[src/rtl/dsp_axi4lite_wb_pkg.sv]
// Shared types and constants for the AXI4-Lite to multi-channel Wishbone crossbar.
package dsp_axi4lite_wb_pkg;

    typedef enum logic [1:0] {
        IDLE = 2'd0,
        WB   = 2'd1,
        RESP = 2'd2
    } xbar_state_t;

    localparam logic [1:0] RESP_OKAY   = 2'b00;
    localparam logic [1:0] RESP_SLVERR = 2'b10;
    localparam logic [1:0] RESP_DECERR = 2'b11;

    // A single channel still needs one select bit so the field is never zero-width.
    function automatic int ch_width(input int n);
        return (n <= 1) ? 1 : $clog2(n);
    endfunction

endpackage

[src/rtl/dsp_wb_timeout_ctr.sv]
// Counts Wishbone strobe cycles and flags the cycle in which the wait budget runs out.
module dsp_wb_timeout_ctr #(
    parameter int TIMEOUT = 255
) (
    input  logic clk_i,
    input  logic rst_ni,
    input  logic i_clr,
    input  logic i_en,
    output logic o_expired
);

    localparam logic [15:0] LIMIT = 16'(TIMEOUT - 1);

    logic [15:0] r_count;

    always_ff @(posedge clk_i or negedge rst_ni) begin
        if (!rst_ni) begin
            r_count <= '0;
        end else if (i_clr) begin
            r_count <= '0;
        end else if (i_en) begin
            r_count <= r_count + 16'd1;
        end
    end

    // Fires in the TIMEOUT-th strobe cycle, so strobe lasts exactly TIMEOUT cycles.
    assign o_expired = i_en && (r_count == LIMIT);

endmodule

[src/rtl/dsp_axi4lite_wb_xbar.sv]
// AXI4-Lite slave fanning out to NCH Wishbone DSP cores, one transaction in flight at a time.
module dsp_axi4lite_wb_xbar
    import dsp_axi4lite_wb_pkg::*;
#(
    parameter int C_AXI_DATA_WIDTH = 32,
    parameter int C_AXI_ADDR_WIDTH = 32,
    parameter int NCH              = 4,
    parameter int CH_SEL_LSB       = 16,
    parameter int TIMEOUT          = 255
) (
    input  logic                              clk_i,
    input  logic                              rst_ni,
    input  logic [C_AXI_ADDR_WIDTH-1:0]       i_axi_awaddr,
    input  logic [2:0]                        i_axi_awprot,
    input  logic                              i_axi_awvalid,
    output logic                              o_axi_awready,
    input  logic [C_AXI_DATA_WIDTH-1:0]       i_axi_wdata,
    input  logic [C_AXI_DATA_WIDTH/8-1:0]     i_axi_wstrb,
    input  logic                              i_axi_wvalid,
    output logic                              o_axi_wready,
    output logic [1:0]                        o_axi_bresp,
    output logic                              o_axi_bvalid,
    input  logic                              i_axi_bready,
    input  logic [C_AXI_ADDR_WIDTH-1:0]       i_axi_araddr,
    input  logic [2:0]                        i_axi_arprot,
    input  logic                              i_axi_arvalid,
    output logic                              o_axi_arready,
    output logic [C_AXI_DATA_WIDTH-1:0]       o_axi_rdata,
    output logic [1:0]                        o_axi_rresp,
    output logic                              o_axi_rvalid,
    input  logic                              i_axi_rready,
    output logic                              o_wb_rst,
    output logic [NCH-1:0]                    o_wb_cyc,
    output logic [NCH-1:0]                    o_wb_stb,
    output logic                              o_wb_we,
    output logic [CH_SEL_LSB-3:0]             o_wb_adr,
    output logic [C_AXI_DATA_WIDTH-1:0]       o_wb_dat,
    output logic [C_AXI_DATA_WIDTH/8-1:0]     o_wb_sel,
    input  logic [NCH*C_AXI_DATA_WIDTH-1:0]   i_wb_dat,
    input  logic [NCH-1:0]                    i_wb_ack,
    input  logic [NCH-1:0]                    i_wb_err
);

    localparam int CH_W = ch_width(NCH);
    localparam int DW   = C_AXI_DATA_WIDTH;

    xbar_state_t r_state, w_state_nxt;

    logic                  r_last_was_write;
    logic                  r_we;
    logic [CH_SEL_LSB-3:0] r_adr;
    logic [DW-1:0]         r_dat;
    logic [DW/8-1:0]       r_sel;
    logic [NCH-1:0]        r_cyc;
    logic [1:0]            r_resp;
    logic [DW-1:0]         r_rdata;
    logic [1:0]            r_rst_sync;

    logic                        w_idle, w_wr_req, w_grant_wr, w_grant_rd, w_grant;
    logic [C_AXI_ADDR_WIDTH-1:0] w_addr;
    logic [CH_W-1:0]             w_ch;
    logic                        w_dec_ok;
    logic [NCH-1:0]              w_onehot;
    logic                        w_ack, w_err, w_expired, w_in_wb, w_wb_done;
    logic [DW-1:0]               w_rd_mux;
    logic                        w_unused_ok;

    // Handshakes are strict AXI valid/ready: a beat transfers on a rising edge where both are high;
    // ready is only offered in IDLE, and AW/W are always accepted together in the same cycle.
    assign w_idle     = (r_state == IDLE) && rst_ni;
    assign w_wr_req   = i_axi_awvalid && i_axi_wvalid;
    assign w_grant_wr = w_idle && w_wr_req && (!i_axi_arvalid || !r_last_was_write);
    assign w_grant_rd = w_idle && i_axi_arvalid && !w_grant_wr;
    assign w_grant    = w_grant_wr || w_grant_rd;

    assign o_axi_awready = w_grant_wr;
    assign o_axi_wready  = w_grant_wr;
    assign o_axi_arready = w_grant_rd;

    assign w_addr   = w_grant_wr ? i_axi_awaddr : i_axi_araddr;
    assign w_ch     = w_addr[CH_SEL_LSB +: CH_W];
    assign w_dec_ok = (int'(w_ch) < NCH) && ((w_addr >> (CH_SEL_LSB + CH_W)) == '0);

    always_comb begin
        for (int k = 0; k < NCH; k++) begin
            w_onehot[k] = (int'(w_ch) == k);
        end
    end

    // Only the channel holding the cycle may complete it; stray ack/err elsewhere are masked.
    assign w_in_wb   = (r_state == WB);
    assign w_ack     = w_in_wb && |(i_wb_ack & r_cyc);
    assign w_err     = w_in_wb && |(i_wb_err & r_cyc);
    assign w_wb_done = w_ack || w_err || w_expired;

    always_comb begin
        w_rd_mux = '0;
        for (int k = 0; k < NCH; k++) begin
            if (r_cyc[k]) begin
                w_rd_mux = w_rd_mux | i_wb_dat[k*DW +: DW];
            end
        end
    end

    dsp_wb_timeout_ctr #(
        .TIMEOUT (TIMEOUT)
    ) u_timeout (
        .clk_i     (clk_i),
        .rst_ni    (rst_ni),
        .i_clr     (w_grant),
        .i_en      (w_in_wb),
        .o_expired (w_expired)
    );

    always_ff @(posedge clk_i or negedge rst_ni) begin
        if (!rst_ni) begin
            r_state <= IDLE;
        end else begin
            r_state <= w_state_nxt;
        end
    end

    always_comb begin
        w_state_nxt = r_state;
        case (r_state)
            IDLE: begin
                if (w_grant) begin
                    w_state_nxt = w_dec_ok ? WB : RESP;
                end
            end
            WB: begin
                if (w_wb_done) begin
                    w_state_nxt = RESP;
                end
            end
            RESP: begin
                if (r_we ? i_axi_bready : i_axi_rready) begin
                    w_state_nxt = IDLE;
                end
            end
            default: w_state_nxt = IDLE;
        endcase
    end

    always_ff @(posedge clk_i or negedge rst_ni) begin
        if (!rst_ni) begin
            r_last_was_write <= 1'b0;
            r_we             <= 1'b0;
            r_adr            <= '0;
            r_dat            <= '0;
            r_sel            <= '0;
            r_cyc            <= '0;
            r_resp           <= RESP_OKAY;
            r_rdata          <= '0;
        end else if (w_grant) begin
            r_last_was_write <= w_grant_wr;
            r_we             <= w_grant_wr;
            r_adr            <= w_addr[CH_SEL_LSB-1:2];
            if (w_grant_wr) begin
                r_dat <= i_axi_wdata;
                r_sel <= i_axi_wstrb;
            end else begin
                r_sel <= '1;
            end
            r_cyc   <= w_dec_ok ? w_onehot : '0;
            r_resp  <= w_dec_ok ? RESP_OKAY : RESP_DECERR;
            r_rdata <= '0;
        end else if (w_wb_done) begin
            // Ack takes priority over a coinciding timeout.
            r_cyc   <= '0;
            r_resp  <= w_ack ? RESP_OKAY : RESP_SLVERR;
            r_rdata <= (w_ack && !r_we) ? w_rd_mux : '0;
        end
    end

    always_ff @(posedge clk_i or negedge rst_ni) begin
        if (!rst_ni) begin
            r_rst_sync <= 2'b11;
        end else begin
            r_rst_sync <= {r_rst_sync[0], 1'b0};
        end
    end

    assign o_wb_rst     = r_rst_sync[1];
    assign o_wb_cyc     = r_cyc;
    assign o_wb_stb     = r_cyc;
    assign o_wb_we      = r_we;
    assign o_wb_adr     = r_adr;
    assign o_wb_dat     = r_dat;
    assign o_wb_sel     = r_sel;
    assign o_axi_bvalid = (r_state == RESP) && r_we;
    assign o_axi_rvalid = (r_state == RESP) && !r_we;
    assign o_axi_bresp  = r_resp;
    assign o_axi_rresp  = r_resp;
    assign o_axi_rdata  = r_rdata;

    assign w_unused_ok = ^{i_axi_awprot, i_axi_arprot, w_addr[1:0]};

endmodule

[config.mk]
export PLATFORM = sky130hd
export DESIGN_NAME = dsp_axi4lite_wb_xbar
export DESIGN_NICKNAME = d
export VERILOG_FILES = /design/src/rtl/dsp_axi4lite_wb_pkg.sv /design/src/rtl/dsp_wb_timeout_ctr.sv /design/src/rtl/dsp_axi4lite_wb_xbar.sv
export SDC_FILE = /design/constraint.sdc
export NUM_CORES = 1
export LEC_CHECK = 0
export ABC_AREA = 1
export CAP_MARGIN = 20
export CELL_PAD_IN_SITES_DETAIL_PLACEMENT = 1
export CELL_PAD_IN_SITES_GLOBAL_PLACEMENT = 2
export CORE_MARGIN = 8
export CORE_UTILIZATION = 19
export DETAILED_ROUTE_END_ITERATION = 7
export GPL_ROUTABILITY_DRIVEN = 0
export PLACE_DENSITY = 0.82
export SLEW_MARGIN = 0
export SYNTH_ARGS = -nofsm -noshare
export SYNTH_HDL_FRONTEND = slang
export SYNTH_SLANG_ARGS = --single-unit
[constraint.sdc]
create_clock -name clk_i -period 2 [get_ports clk_i]
set_input_delay 0.4 -clock clk_i [delete_from_list [all_inputs] [get_ports clk_i]]
set_output_delay 0.4 -clock clk_i [all_outputs]
set_load 0.02 [all_outputs]
==> impl_metrics.csv <==
group,metric,value,unit
synth,synth.distinct_cells,33,
power,p_switching,3.23,mW
critical_path,cp_max_fo,3,
route,drc_errors,0,
global_routing,grt.total_usage,0.154,
critical_path,cp.arrival,1.52,ns
job,cap_violations,0,
critical_path,path_class,"flip-flop to output pin",
cells_and_area,final_cells,1515,
timing,setup_viol,0,
critical_path,critPathLaunchType,"flip-flop",
critical_path,cp-startpoint,"o_axi_bresp[1]",
hold_path,hold_class,"input pin to asynchronous set/reset pin",
cells_and_area,nNetsFinal,1365,
critical_path,critical-path-top-delay-family,"buffers and inverters",
power,p_leak,4.54,nW
floorplan,num_io_pins,350,
global_routing,grt_overflow,0,
route,drtPass1Iterations,4,
route,routed_via_density,4.38,
power,clkPwrFrac,0.221,
placement,hpwl,22.5,mm
cells_and_area,synthToLayoutAreaGrowth,72.7,%
critical_path,cp_slowest_cell,"clkdlybuf4s50_1",
timing,holdWs,0.298,ns
timing,hold_viol,0,
synth,yosys.area.top_type,"dfrtp_1",
critical_path,cp_num_cells,1,
floorplan,dieHeight,192,um
critical_path,crit_path_cell_trace,"clkdlybuf4s50_1",
critical_path,reg2reg_slack,0.16,ns
power,internal_power,5.43,mW
floorplan,coreArea,30600,sq um
route,wirelength,28.5,mm
synth,synthCells,772,
global_routing,grt_pass1_wl,44.0,mm
placement,io_buffers,339,
synth,synth_seq_cells,109,
synth,synth_mux_area_frac,0,
floorplan,die-area,36900,sq um
power,p_seq_frac,0.356,
clocking,cts_max_level,3,
clocking,cts_buffer_depth,2,
clocking,clock_latency,0.37,ns
timing,clock_skew,0.0122,ns
route,postRouteAntennaNets,0,
synth,synth_compound_area_frac,0.0990,
cells_and_area,insertedDiodeCount,0,
synth,ys_seq_area_frac,0.463,
critical_path,path_buf_inv,1,
synth,avgSynthCellArea,7.63,sq um
power,swShare,0.373,
clocking,cts_tree,"built",
placement,dp_cells,1497,
critical_path,r2r-end,"o_wb_adr[10]",
synth,yosys.area_share.xor_xnor,0.00446,
route,drtIter0Drc,218,
timing,final_max_slew_viol_count,0,
clocking,cts.clk_slew.worst_paths,0.08,ns
timing,period_share,0.961,
cells_and_area,final_cell_mix,"clkdlybuf4s50_1 (330), nand2_1 (319), dfrtp_1 (103)",
critical_path,rr_worst_depth,8,
global_routing,grt_pass1_vias,7341,
critical_path,cp.required,1.60,ns
synth,synth_top_family_by_area,"simple AND/OR/NAND/NOR gates",
critical_path,cp-end-kind,"output pin",
timing,relSlewSlack,0.462,
global_routing,grt_max_degree,59,
route,wl_per_cell,18.8,um
critical_path,cp-endpoint,"o_axi_bresp[1]",
synth,yosys_warnings,0,
critical_path,r2r_start,"r_state[0]",
power,p_per_area,851,nW/um^2
timing,rsz0062_at_grt,"no",
timing,clock.fmax,520,MHz
synth,syn-num-nets,1023,
cells_and_area,fillers,3694,
timing,worst_pin_slew,0.807,ns
clocking,cts_sinks,109,
synth,netlist_area,5890,sq um
synth,synth_top_area_share,0.455,
floorplan,initial_core_util,0.193,
route,vias,6639,
global_routing,antenna_found_initial,0,
timing,period_minus_slack,1.92,ns
floorplan,dieWidth,192,um
timing,post-route-worst-setup-slack,0.0778,ns
cells_and_area,drive_above_1_share,0.0849,
outcome,status,"finished clean",
critical_path,crit_path_max_incr_delay,0.67,ns
synth,synth_simple_gate_area_share,0.356,
cells_and_area,final_common_cell,"clkdlybuf4s50_1",
synth,synthAdderAreaFrac,0.00425,
power,ir_worst_vdd,0.515,mV
clocking,cts_made_buffers,9,
clocking,cts-root-buf,"clkbuf_16",
placement,pre_cts_slack,-0.322,ns
synth,synthTopCellsByArea,"dfrtp_1 (45%), nand2_1 (20%), nand4_1 (6.5%)",
power,share_comb_of_total_power,0.423,
cells_and_area,post-route-util,0.333,
floorplan,std_cell_rows,64,
-- layout make-up --
type	instances	area, sq um	area share
timing repair buffer	385	3780	0.371
inverter	29	111	0.0109
sequential	109	2740	0.269
multi-input combinational	580	2750	0.271
tap	396	495	0.0487
clock buffer	10	239	0.0235
clock inverter	6	63.8	0.00627
-- worst register-to-register path, cell delays in order (launching register included) --
cell and delay [ns]:
dfrtp_2 0.44, nor2_4 0.13, nand2_4 0.06, buf_4 0.17, nor2_8 0.13, buf_4 0.18
buf_4 0.39, a21oi_1 0.12, o21ai_1 0.15
-- cells in the mapped netlist --
library cell and instances:
dfstp_2 2, buf_4 19, xor2_1 3, o22a_1 4, nor2_4 2, a21oi_1 22
ha_1 2, buf_6 3, inv_1 27, inv_4 1, nand3_2 1, buf_2 14
o22ai_1 1, a31oi_1 1, nand2_1 320, a22o_1 22, nor2_1 60, o21ai_0 14
inv_2 1, dfrtp_1 107, nor2_8 3, nor3_4 1, nor2_2 3, nand3_1 21
o21a_1 1, nand2_4 3, nor3_1 2, clkbuf_1 18, conb_1 1, o31ai_1 2
or2_2 2, nand4_1 61, o21ai_1 28
-- repair_timing --
action	in CTS	in global routing
setup buffers	2	0
endpoints found under the setup margin	10	9
resized for setup	21	8
hold buffers	0	0
hold endpoints to repair	0	0
-- state kept, by name (all words and copies together), names as in the netlist --
signal	flops
r_state	2
o_wb_adr	14
o_wb_dat	32
o_axi_bresp	2
o_axi_rdata	32
o_wb_we	1
r_rst_sync	2
o_wb_sel	4
o_wb_cyc	4
u_timeout.r_count	16
-- layer usage --
layer,routed length (um),global-route usage,vias up,share of wire
met5,0,0,-,0
met1,12100,0.187,3191,0.43
met4,363,0.0347,0,0.013
li1,-,-,3209,-
met3,2320,0.0545,20,0.081
met2,13700,0.259,219,0.48
-- power groups by stage --
stage / clock network [mW] / logic [mW] / registers [mW]
3_3_place_gp: 0 / 3.71 / 3.09
4_1_cts: 2.00 / 3.74 / 3.09
5_1_grt: 2.08 / 3.97 / 3.16
6_report: 1.91 / 3.66 / 3.08
2_1_floorplan: 0 / 0.903 / 3.72
3_5_place_dp: 0 / 3.74 / 3.12
-- worst min-delay path by stage --
| stage | start | end | slack [ns] | cells past startpoint |
|---|---|---|---|---|
| after floorplan | rst_ni | o_axi_bresp[0] | 0.10 | 0 |
| after global placement | r_rst_sync[0] | r_rst_sync[1] | 0.35 | 0 |
| after detailed placement | r_rst_sync[0] | r_rst_sync[1] | 0.35 | 0 |
| after CTS | rst_ni | o_wb_dat[25] | 0.34 | 3 |
| after global routing | rst_ni | o_wb_dat[27] | 0.37 | 3 |
| final | rst_ni | o_wb_dat[27] | 0.30 | 3 |
-- stage by stage --
stage / setup TNS [ns] / power [mW] / cell area, sq um
final: 0 / 8.66 / 10200
after global routing: 0 / 9.21 / 10200
after CTS: -0.00829 / 8.83 / 10200
after detailed placement: -8.93 / 6.86 / 9870
after global placement: -8.07 / 6.81 / 9870
after floorplan: 0 / 4.63 / 5890
-- kinds of logic (layout without fill, tap and decap cells) --
family | count (synthesis) | after routing
buffers and inverters | 83 | 430
and+or+nand+nor | 479 | 479
other | 1 | 1
DFF | 109 | 109
xor gates and xnor gates | 3 | 3
AOI/OAI and AO/OA | 95 | 95
adders and majority gates | 2 | 2
No activity file was read; power rests on OpenSTA's default activity.
